==> config.mk <==
export PLATFORM = sky130hd
export DESIGN_NAME = fsk_demod_ctrl
export DESIGN_NICKNAME = d
export VERILOG_FILES = /design/src/rtl/fsk_pkg.sv /design/src/rtl/fsk_frame_sync.sv /design/src/rtl/fsk_demod_ctrl.sv
export SDC_FILE = /design/constraint.sdc
export NUM_CORES = 1
export LEC_CHECK = 0
export CAP_MARGIN = 30
export CORE_MARGIN = 4
export CORE_UTILIZATION = 36
export CTS_CLUSTER_DIAMETER = 30
export DETAILED_ROUTE_END_ITERATION = 6
export GPL_TIMING_DRIVEN = 0
export PLACE_DENSITY = 0.67
export SYNTH_ARGS = -nofsm -noshare
export SYNTH_HDL_FRONTEND = slang
export SYNTH_SLANG_ARGS = --single-unit
==> constraint.sdc <==
create_clock -name clk -period 3.6 [get_ports clk]
set_input_delay 0.36 -clock clk [delete_from_list [all_inputs] [get_ports clk]]
set_output_delay 0.36 -clock clk [all_outputs]
set_load 0.03 [all_outputs]
==> src/rtl/fsk_pkg.sv <==
// Shared types and constants for the FSK demodulation controller.
// Holds the FSM encodings, the default widths and the sync pattern.
package fsk_pkg;

    localparam int DW = 21;
    localparam logic [15:0] SYNC_WORD_DEF = 16'hEB90;

    typedef enum logic [1:0] {
        S_IDLE  = 2'd0,
        S_ISSUE = 2'd1,
        S_WAIT  = 2'd2,
        S_DIFF  = 2'd3
    } samp_state_e;

    typedef enum logic {
        F_SEARCH = 1'b0,
        F_LOCKED = 1'b1
    } frame_state_e;

    function automatic int clog2(input int v);
        int r;
        r = 0;
        while ((1 << r) < v) r++;
        return r;
    endfunction

endpackage

==> src/rtl/fsk_frame_sync.sv <==
// Frame synchroniser: hunts for the sync word in the decided bit stream,
// then holds locked for a fixed number of payload bits.
module fsk_frame_sync #(
    parameter logic [15:0] SYNC_WORD  = fsk_pkg::SYNC_WORD_DEF,
    parameter int          FRAME_BITS = 64
) (
    input  logic clk,
    input  logic rst_n,
    input  logic bit_i,
    input  logic bit_vld_i,
    output logic frame_start_o,
    output logic locked_o
);
    import fsk_pkg::*;

    localparam int FCW = clog2(FRAME_BITS + 1);

    frame_state_e   state_q;
    logic [15:0]    sr_q;
    logic [FCW-1:0] cnt_q;
    logic           locked_q;
    logic [15:0]    sr_d;
    logic           match;

    // The match looks at the register as it will be after this bit shifts in,
    // so frame_start lines up with the bit_vld of the last sync bit.
    assign sr_d  = {sr_q[14:0], bit_i};
    assign match = bit_vld_i && (state_q == F_SEARCH) && (sr_d == SYNC_WORD);

    assign frame_start_o = match;
    assign locked_o      = locked_q;

    always_ff @(posedge clk or negedge rst_n) begin
        if (!rst_n) begin
            state_q  <= F_SEARCH;
            sr_q     <= '0;
            cnt_q    <= '0;
            locked_q <= 1'b0;
        end else begin
            case (state_q)
                F_SEARCH: begin
                    if (bit_vld_i) begin
                        sr_q <= sr_d;
                        if (match) begin
                            locked_q <= 1'b1;
                            cnt_q    <= '0;
                            state_q  <= F_LOCKED;
                        end
                    end
                end
                F_LOCKED: begin
                    if (bit_vld_i) begin
                        if (cnt_q == FCW'(FRAME_BITS - 1)) begin
                            locked_q <= 1'b0;
                            sr_q     <= '0;
                            state_q  <= F_SEARCH;
                        end else begin
                            cnt_q <= cnt_q + FCW'(1);
                        end
                    end
                end
                default: state_q <= F_SEARCH;
            endcase
        end
    end

endmodule

==> src/rtl/fsk_demod_ctrl.sv <==
// FSK demodulation sequencer: feeds samples to the shared phase engine,
// differentiates the phase, integrates over a symbol and frames the bits.
module fsk_demod_ctrl #(
    parameter int          DW         = fsk_pkg::DW,
    parameter int          SPS        = 8,
    parameter logic [15:0] SYNC_WORD  = fsk_pkg::SYNC_WORD_DEF,
    parameter int          FRAME_BITS = 64,
    parameter int          TIMEOUT    = 64
) (
    input  logic                 clk,
    input  logic                 rst_n,
    input  logic                 sample_vld,
    input  logic signed [DW-1:0] Ic,
    input  logic signed [DW-1:0] Qc,
    output logic                 cordic_start,
    output logic signed [DW-1:0] cordic_x,
    output logic signed [DW-1:0] cordic_y,
    input  logic                 cordic_done,
    input  logic signed [DW-1:0] cordic_phase,
    output logic signed [DW-1:0] freq_out,
    output logic                 freq_vld,
    output logic                 bit_out,
    output logic                 bit_vld,
    output logic                 frame_start,
    output logic                 locked,
    output logic                 overrun,
    output logic                 timeout_err
);
    import fsk_pkg::*;

    localparam int CW  = clog2(SPS);
    localparam int AW  = DW + CW;
    localparam int WDW = clog2(TIMEOUT + 1);

    samp_state_e    state_q;
    logic [DW-1:0]  x_q, y_q, phase_q, prev_q, freq_q;
    logic [AW-1:0]  acc_q;
    logic [CW-1:0]  scnt_q;
    logic [WDW-1:0] wd_q;
    logic           first_q, start_q, fvld_q, ovr_q, tmo_q;
    logic           sym_done_q, sym_bit_q, bit_q, bvld_q;

    logic [DW-1:0]  freq_d;
    logic [AW-1:0]  acc_d;

    // Modular subtraction is the phase unwrap: a jump across +-pi wraps back.
    assign freq_d = phase_q - prev_q;
    assign acc_d  = acc_q + {{(AW-DW){freq_d[DW-1]}}, freq_d};

    always_ff @(posedge clk or negedge rst_n) begin
        if (!rst_n) begin
            state_q    <= S_IDLE;
            x_q        <= '0;
            y_q        <= '0;
            phase_q    <= '0;
            prev_q     <= '0;
            freq_q     <= '0;
            acc_q      <= '0;
            scnt_q     <= '0;
            wd_q       <= '0;
            first_q    <= 1'b1;
            start_q    <= 1'b0;
            fvld_q     <= 1'b0;
            ovr_q      <= 1'b0;
            tmo_q      <= 1'b0;
            sym_done_q <= 1'b0;
            sym_bit_q  <= 1'b0;
            bit_q      <= 1'b0;
            bvld_q     <= 1'b0;
        end else begin
            start_q    <= 1'b0;
            fvld_q     <= 1'b0;
            ovr_q      <= sample_vld && (state_q != S_IDLE);
            tmo_q      <= 1'b0;
            sym_done_q <= 1'b0;
            // Decision is staged one cycle so bit_vld trails freq_vld.
            bvld_q     <= sym_done_q;
            if (sym_done_q) bit_q <= sym_bit_q;

            case (state_q)
                S_IDLE: begin
                    if (sample_vld) begin
                        x_q     <= Ic;
                        y_q     <= Qc;
                        start_q <= 1'b1;
                        state_q <= S_ISSUE;
                    end
                end
                S_ISSUE: begin
                    wd_q    <= '0;
                    state_q <= S_WAIT;
                end
                S_WAIT: begin
                    if (cordic_done) begin
                        phase_q <= cordic_phase;
                        state_q <= S_DIFF;
                    end else if (wd_q == WDW'(TIMEOUT - 1)) begin
                        tmo_q   <= 1'b1;
                        first_q <= 1'b1;
                        state_q <= S_IDLE;
                    end else begin
                        wd_q <= wd_q + WDW'(1);
                    end
                end
                S_DIFF: begin
                    prev_q  <= phase_q;
                    state_q <= S_IDLE;
                    if (first_q) begin
                        first_q <= 1'b0;
                    end else begin
                        freq_q <= freq_d;
                        fvld_q <= 1'b1;
                        if (scnt_q == CW'(SPS - 1)) begin
                            sym_done_q <= 1'b1;
                            sym_bit_q  <= ~acc_d[AW-1];
                            acc_q      <= '0;
                            scnt_q     <= '0;
                        end else begin
                            acc_q  <= acc_d;
                            scnt_q <= scnt_q + CW'(1);
                        end
                    end
                end
                default: state_q <= S_IDLE;
            endcase
        end
    end

    fsk_frame_sync #(
        .SYNC_WORD  (SYNC_WORD),
        .FRAME_BITS (FRAME_BITS)
    ) u_frame_sync (
        .clk           (clk),
        .rst_n         (rst_n),
        .bit_i         (bit_q),
        .bit_vld_i     (bvld_q),
        .frame_start_o (frame_start),
        .locked_o      (locked)
    );

    assign cordic_start = start_q;
    assign cordic_x     = x_q;
    assign cordic_y     = y_q;
    assign freq_out     = freq_q;
    assign freq_vld     = fvld_q;
    assign bit_out      = bit_q;
    assign bit_vld      = bvld_q;
    assign overrun      = ovr_q;
    assign timeout_err  = tmo_q;

endmodule
* Yosys cells after proc, flatten, opt, wreduce, memory -nomap -nowiden
Cells that the tools add are included. W data, S select, Z words.
Cells by class: add/subtract/negate cells 5, bitwise operators 3, mux-type cells 41, reductions and logical operators 17, equality and inequality tests 17
Operators by type and width (number):
- $mux W15 | 3
- $mux W7 | 6
- $pmux W15 S2 | 1
- $pmux W7 S2 | 2
- $add A24 B24 Y24 | 1
- $mux W24 | 1
- $sub A21 B21 Y21 | 1
- $mux W1 | 20
- $ne A2 B2 Y1 const B | 9
- $eq A16 B16 Y1 const B | 1
- $add A7 B1 Y7 const B | 2
- $eq A7 B6 Y1 const B | 2
- $reduce_and A3 Y1 | 4
- $pmux W2 S4 | 1
- $reduce_and A2 Y1 | 4
- $reduce_and A4 Y1 | 2
- $mux W2 | 3
- $pmux W1 S2 | 3
- $reduce_bool A2 Y1 | 3
- $eq A2 B2 Y1 const B | 2
- $add A3 B1 Y3 const B | 1
- $eq A3 B3 Y1 const B | 1
- $logic_and A1 B1 Y1 | 3
- $mux W3 | 1
- other kinds (4) | 6
Word-level totals: bits in registers 174, logic and storage cells 105

* Depth between registers and ports, before layout
word-level depth 6, depth in mapped cells 19

* Cells and area by module
Synthesis repeated with hierarchy kept, for this count alone.
Second synthesis, totals: cells, all modules 767, area, all modules 8780.9 µm²
By module, submodules not included:
- fsk_demod_ctrl | cells each 679, times used 1, area each 7683.6 µm², seq. area each 3754.9 µm²
- fsk_frame_sync | cells each 88, times used 1, area each 1097.3 µm², seq. area each 600.6 µm²

* Worst setup path before layout
No wires, ideal clock.
kind reg2reg, from register phase_q[0], to register sym_bit_q, buffers on the path 0, required time 3.524 ns, stages on the path, launching flop included 18, setup time 0.076 ns, setup slack -0.257 ns, data arrival time 3.780 ns, cell sequence dfrtp_1 -> inv_1 -> ha_1 -> fa_1 -> nand2b_1 -> a21oi_4 -> o21ai_2 -> o21a_4 -> o211a_1 -> nor3_4 -> inv_1 -> ha_1 -> a21o_1 -> a211o_1 -> a31o_2 -> o221ai_1 -> xor3_1 -> o21ai_1
Between the ends: longest elaborated chain between the ends 3
Ends and longest elaborated chain:
- from (decl) | RTL line fsk_demod_ctrl.sv:36 | logic [DW-1:0] x_q, y_q, phase_q, prev_q, freq_q;
- from (signal assigned) | RTL line fsk_demod_ctrl.sv:95 | phase_q <= cordic_phase;
- $sub A21 B21 Y21 | RTL line fsk_demod_ctrl.sv:47 | assign freq_d = phase_q - prev_q;
- named net freq_d[20] | RTL line fsk_demod_ctrl.sv:43 | logic [DW-1:0] freq_d;
- $add A24 B24 Y24 | RTL line fsk_demod_ctrl.sv:48 | assign acc_d = acc_q + {{(AW-DW){freq_d[DW-1]}}, freq_d};
- $not A1 Y1 | RTL line fsk_demod_ctrl.sv:115 | sym_bit_q <= ~acc_d[AW-1];
- to (signal assigned) | RTL line fsk_demod_ctrl.sv:115
- to (decl) | RTL line fsk_demod_ctrl.sv:41 | logic sym_done_q, sym_bit_q, bit_q, bvld_q;
The timed path passes the listed nets, and every way through them passes these cells. A chain may end at the register's enable or synchronous reset.

* Final worst setup path
from register prev_q[0], to register sym_bit_q
Between the ends: longest elaborated chain between the ends 3
Ends and longest elaborated chain:
- from (decl) | RTL line fsk_demod_ctrl.sv:36
- from (signal assigned) | RTL line fsk_demod_ctrl.sv:106 | prev_q <= phase_q;
- $sub A21 B21 Y21 | RTL line fsk_demod_ctrl.sv:47
- named net freq_d[8] | RTL line fsk_demod_ctrl.sv:43
- $add A24 B24 Y24 | RTL line fsk_demod_ctrl.sv:48
- $not A1 Y1 | RTL line fsk_demod_ctrl.sv:115
The timed path passes the listed nets, and every way through them passes these cells.

==> report_table.html <==
<table>
<tr><th>Metric</th><th>Value</th></tr>
<tr><th colspan="2">Outcome</th></tr>
<tr><td>Result of the run</td><td>finished, violations left</td></tr>
<tr><td>Failing checks</td><td>setup timing</td></tr>
<tr><th colspan="2">Finish</th></tr>
<tr><td>Post-route cell area</td><td>12,200 sq um</td></tr>
<tr><td>Number of fill cells in the layout</td><td>2,096</td></tr>
<tr><td>Area growth from synthesis to final layout</td><td>37.2%</td></tr>
<tr><td>Final standard cell count with taps included and fillers excluded</td><td>around 1,300</td></tr>
<tr><td>Fraction of layout cells with a size suffix above 1</td><td>27.4%</td></tr>
<tr><td>Net count reported at finish</td><td>1,091</td></tr>
<tr><td>Utilization after layout</td><td>50.1%</td></tr>
<tr><td>Antenna diode instance count</td><td>0</td></tr>
<tr><th colspan="2">Worst hold path</th></tr>
<tr><td>Hold Path Class</td><td>flop to flop</td></tr>
<tr><td>Hold endpoint</td><td>bit_vld</td></tr>
<tr><td>Critical hold path startpoint</td><td>sym_done_q</td></tr>
<tr><td>Depth of the worst hold-timing path</td><td>0</td></tr>
<tr><th colspan="2">Synthesis</th></tr>
<tr><td>Cell type with the highest aggregate area in the netlist</td><td>sky130_fd_sc_hd__dfrtp_1</td></tr>
<tr><td>Distinct cell type count after synthesis</td><td>75</td></tr>
<tr><td>Most used flip-flop cell after synthesis</td><td>sky130_fd_sc_hd__dfrtp_1</td></tr>
<tr><td>Portion of the post-synthesis area used by sequential elements</td><td>between 40% and 50%</td></tr>
<tr><td>Top post-synthesis cells by count</td><td>sky130_fd_sc_hd__dfrtp_1 (173), sky130_fd_sc_hd__mux2_2 (100), sky130_fd_sc_hd__nand2_1 (51)</td></tr>
<tr><td>Net count of the mapped netlist</td><td>892</td></tr>
<tr><td>Count leader, synth</td><td>sky130_fd_sc_hd__dfrtp_1</td></tr>
<tr><td>Area of the mapped netlist</td><td>8890 sq um</td></tr>
<tr><td>Cells after Synth</td><td>774</td></tr>
<tr><td>Post-synthesis register bit count</td><td>about 170</td></tr>
<tr><td>Proportion of netlist area held by the largest area contributor</td><td>48.7%</td></tr>
<tr><td>Fraction of registers with async set or reset after synthesis</td><td>100%</td></tr>
<tr><td>Yosys Warn Count</td><td>0</td></tr>
<tr><td>Top area cells in the synthesized netlist</td><td>sky130_fd_sc_hd__dfrtp_1 (49%), sky130_fd_sc_hd__mux2_2 (13%), sky130_fd_sc_hd__ha_1 (6.9%)</td></tr>
<tr><td>Synthesized area per cell</td><td>11.5 sq um</td></tr>
<tr><td>Count of flip-flops with a built-in enable after synthesis</td><td>0</td></tr>
<tr><th colspan="2">Global routing</th></tr>
<tr><td>Pin count of the biggest net entering global routing</td><td>90</td></tr>
<tr><td>GRT Residual Overflow</td><td>0</td></tr>
<tr><td>Number of global-route vias before repair</td><td>slightly below 7,000</td></tr>
<tr><td>Global-route usage over all layers</td><td>15.3%</td></tr>
<tr><td>Initial antenna violation count</td><td>0</td></tr>
<tr><td>Global-route wire length before repair</td><td>33.5 mm</td></tr>
<tr><th colspan="2">Clock tree</th></tr>
<tr><td>Clock-pin slew on the worst setup and hold paths</td><td>0.07 ns</td></tr>
<tr><td>CTS sink cnt</td><td>approximately 170</td></tr>
<tr><td>Total number of H-tree levels</td><td>4</td></tr>
<tr><td>CTS buffer count</td><td>17</td></tr>
<tr><td>Cell at the root of the clock tree</td><td>sky130_fd_sc_hd__clkbuf_16</td></tr>
<tr><td>Clock latency of the later-clocked register in the worst-skew pair</td><td>0.44 ns</td></tr>
<tr><td>TritonCTS clock tree</td><td>built</td></tr>
<tr><td>Maximum number of buffers from clock root to sink</td><td>2</td></tr>
<tr><th colspan="2">Placed design</th></tr>
<tr><td>IO Port Bufs</td><td>137</td></tr>
<tr><td>Routability-driven placement congestion ratio</td><td>0.843</td></tr>
<tr><td>Placed cell areas</td><td>10,700 sq um</td></tr>
<tr><td>Total placed cells including tap cells</td><td>1,237</td></tr>
<tr><td>Detailed placement HPWL</td><td>14.5 mm</td></tr>
<tr><th colspan="2">STA</th></tr>
<tr><td>Final worst setup slack</td><td>-0.293 ns</td></tr>
<tr><td>Final setup violating endpoints</td><td>8</td></tr>
<tr><td>Slew HR</td><td>47.5%</td></tr>
<tr><td>Setup repair after global routing missed its margin</td><td>yes</td></tr>
<tr><td>Time the final worst path needs with I/O delays and setup</td><td>3.89 ns</td></tr>
<tr><td>Max-slew violation count</td><td>0</td></tr>
<tr><td>Actual slew at the worst max-slew pin</td><td>a little under 0.8 ns</td></tr>
<tr><td>Setup tns final</td><td>-1.28 ns</td></tr>
<tr><td>Final Hold Viols</td><td>0</td></tr>
<tr><td>Worst clock skew</td><td>0.0111 ns</td></tr>
<tr><td>Fin crit share</td><td>108%</td></tr>
<tr><td>Maximum operating frequency</td><td>257 MHz</td></tr>
<tr><th colspan="2">Setup path</th></tr>
<tr><td>Cell breakdown of the critical path</td><td>ha_4 -&gt; fa_2 -&gt; nand2b_4 -&gt; a21oi_4 -&gt; o21a_1 -&gt; o21ai_0 -&gt; nor3b_2 -&gt; nor2_1 -&gt; ha_1 -&gt; a21oi_1 -&gt; nor2_1 -&gt; o311ai_4 -&gt; nand4b_1 -&gt; o221ai_2 -&gt; buf_4 -&gt; xor3_1 -&gt; o21ai_1</td></tr>
<tr><td>Worst-path fanout max</td><td>4</td></tr>
<tr><td>Internal reg-to-reg setup slack</td><td>-0.29 ns</td></tr>
<tr><td>Kind of start point of the critical path</td><td>flop</td></tr>
<tr><td>Count of cells along the worst register-to-register path</td><td>17</td></tr>
<tr><td>Most prevalent standard cell on the critical path</td><td>sky130_fd_sc_hd__nor2_1</td></tr>
<tr><td>Setup crit end kind</td><td>flop</td></tr>
<tr><td>Crit Reg-Reg Endpoint</td><td>sym_bit_q</td></tr>
<tr><td>Worst setup path category</td><td>flop to flop</td></tr>
<tr><td>Critical Path Slowest Stage Cell</td><td>sky130_fd_sc_hd__dfrtp_1</td></tr>
<tr><td>Critical path data arrival time</td><td>4.25 ns</td></tr>
<tr><td>Startpoint of the worst-slack reg-to-reg timing path</td><td>prev_q[0]</td></tr>
<tr><td>Required time of the worst setup path</td><td>approximately 4.0 ns</td></tr>
<tr><td>Critical path's largest stage delay</td><td>0.41 ns</td></tr>
<tr><th colspan="2">Floorplanning</th></tr>
<tr><td>Ports placed on the boundary</td><td>138</td></tr>
<tr><td>Core ar.</td><td>24,300 sq um</td></tr>
<tr><td>Standard-cell row count</td><td>57</td></tr>
<tr><td>Floorplan die area</td><td>about 27,000 sq um</td></tr>
<tr><td>Height of the die</td><td>165 um</td></tr>
<tr><td>Die Span X</td><td>165 um</td></tr>
<tr><td>Initial core utilization</td><td>between 30% and 40%</td></tr>
<tr><th colspan="2">Detailed routing</th></tr>
<tr><td>Via count</td><td>6,593</td></tr>
<tr><td>Detailed-router iteration count before antenna repair</td><td>4</td></tr>
<tr><td>Initial drt markers</td><td>296</td></tr>
<tr><td>WL/cell</td><td>15.8 um</td></tr>
<tr><td># DRC</td><td>0</td></tr>
<tr><td>Drt via density</td><td>5.03</td></tr>
<tr><td>WL final</td><td>about 21 mm</td></tr>
<tr><td>Post-route antenna net violation count</td><td>0</td></tr>
<tr><th colspan="2">Flow run</th></tr>
<tr><td>Number of violations of the max-capacitance limit</td><td>0</td></tr>
</table>
## final cells by class
cell class / instances / area (sq um) / area share (%)
sequential: 174 / 4360 / 35.7
clock buffer: 17 / 425 / 3.49
tap: 324 / 405 / 3.33
multi-input combinational: 537 / 4830 / 39.6
inverter: 40 / 153 / 1.25
timing repair buffer: 180 / 1730 / 14.2
buffer: 23 / 100 / 0.821
clock inverter: 15 / 190 / 1.56
## cell usage in the layout (no fill, tap or decap), types with 5 or more instances in the layout
cell	count
sky130_fd_sc_hd__dfrtp_1	173
sky130_fd_sc_hd__clkdlybuf4s50_1	136
sky130_fd_sc_hd__mux2_2	100
sky130_fd_sc_hd__nand2_1	50
sky130_fd_sc_hd__buf_4	40
sky130_fd_sc_hd__inv_1	34
sky130_fd_sc_hd__ha_1	34
sky130_fd_sc_hd__nor2_1	32
sky130_fd_sc_hd__a21oi_1	28
sky130_fd_sc_hd__a22o_1	27
sky130_fd_sc_hd__o21ai_0	23
sky130_fd_sc_hd__clkbuf_1	19
sky130_fd_sc_hd__a21o_1	17
sky130_fd_sc_hd__clkbuf_16	17
sky130_fd_sc_hd__xnor2_1	14
sky130_fd_sc_hd__a21oi_2	12
sky130_fd_sc_hd__nand3_1	12
sky130_fd_sc_hd__ha_4	12
sky130_fd_sc_hd__xor2_1	11
sky130_fd_sc_hd__o21ai_1	10
sky130_fd_sc_hd__nor2b_1	10
sky130_fd_sc_hd__xnor2_2	10
sky130_fd_sc_hd__nor3_1	8
sky130_fd_sc_hd__o21a_1	8
sky130_fd_sc_hd__nand4_1	8
sky130_fd_sc_hd__or3_1	8
sky130_fd_sc_hd__o21ai_2	7
sky130_fd_sc_hd__nand2b_1	5
sky130_fd_sc_hd__o21bai_1	5
sky130_fd_sc_hd__clkinv_8	5
## per-stage QoR
step	hold slack, ns	setup WS, ns
finish	0.395	-0.293
global route	0.424	-0.504
CTS	0.399	-0.390
detailed placement	0.379	-0.771
global placement	0.370	-5.33
floorplan	0.0644	-0.0109
## cells by family after synthesis
family          after synthesis  synth area share (%)
fa+ha+maj                    51                  7.35
flops                       174                  49.0
buf+inv                      63                  2.82
mux                         101                  12.8
xor+xnor                     39                  4.01
compound gates              183                  14.5
simple gates                163                  9.50
## state kept, by name, summed over array words and instances, names as in the netlist, 2 cells and up
name	cells
acc_q	24
cordic_x	21
cordic_y	21
freq_out	21
phase_q	21
prev_q	21
u_frame_sync.sr_q	15
u_frame_sync.cnt_q	7
wd_q	7
scnt_q	3
state_q	2
## critical path, delay by kind of cell, from the launching register on
kind                       cells  cell delay [ns]
xor gates and xnor gates       1             0.21
DFF                            1             0.41
buffers and inverters          1             0.15
and+or+nand+nor                5             0.95
adders and majority gates      3             0.88
AOI/OAI and AO/OA              7             1.22
## worst max-delay path by stage
stage | startpoint | endpoint | slack [ns] | depth (start not counted)
floorplan | phase_q[5] | sym_bit_q | -0.01 | 16
global placement | rst_n | u_frame_sync.sr_q[12] | -5.33 | 1
detailed placement | prev_q[1] | sym_bit_q | -0.77 | 16
CTS | prev_q[0] | sym_bit_q | -0.39 | 17
global route | phase_q[0] | acc_q[23] | -0.50 | 19
finish | prev_q[0] | sym_bit_q | -0.29 | 17
## metal layers
metal  track usage [%]  up-vias  wire (um)
li1                  -     3197          -
met1              20.2     3253       9260
met2              24.8      121      10100
met3              4.72       22       1150
met4              3.78        0        257
met5                 0        -          0
## timing repair
item / 4_1_cts / 5_1_grt
endpoints found under the setup margin: 12 / 14
hold endpoints to repair: 84 / 0
hold buffers: 1 / 0
pin swaps: 42 / 40
buffers inserted: 22 / 18
resized for setup: 40 / 52
Power is not shown: default switching activity piles up to over one toggle a cycle in this logic, so the estimate is an artifact.
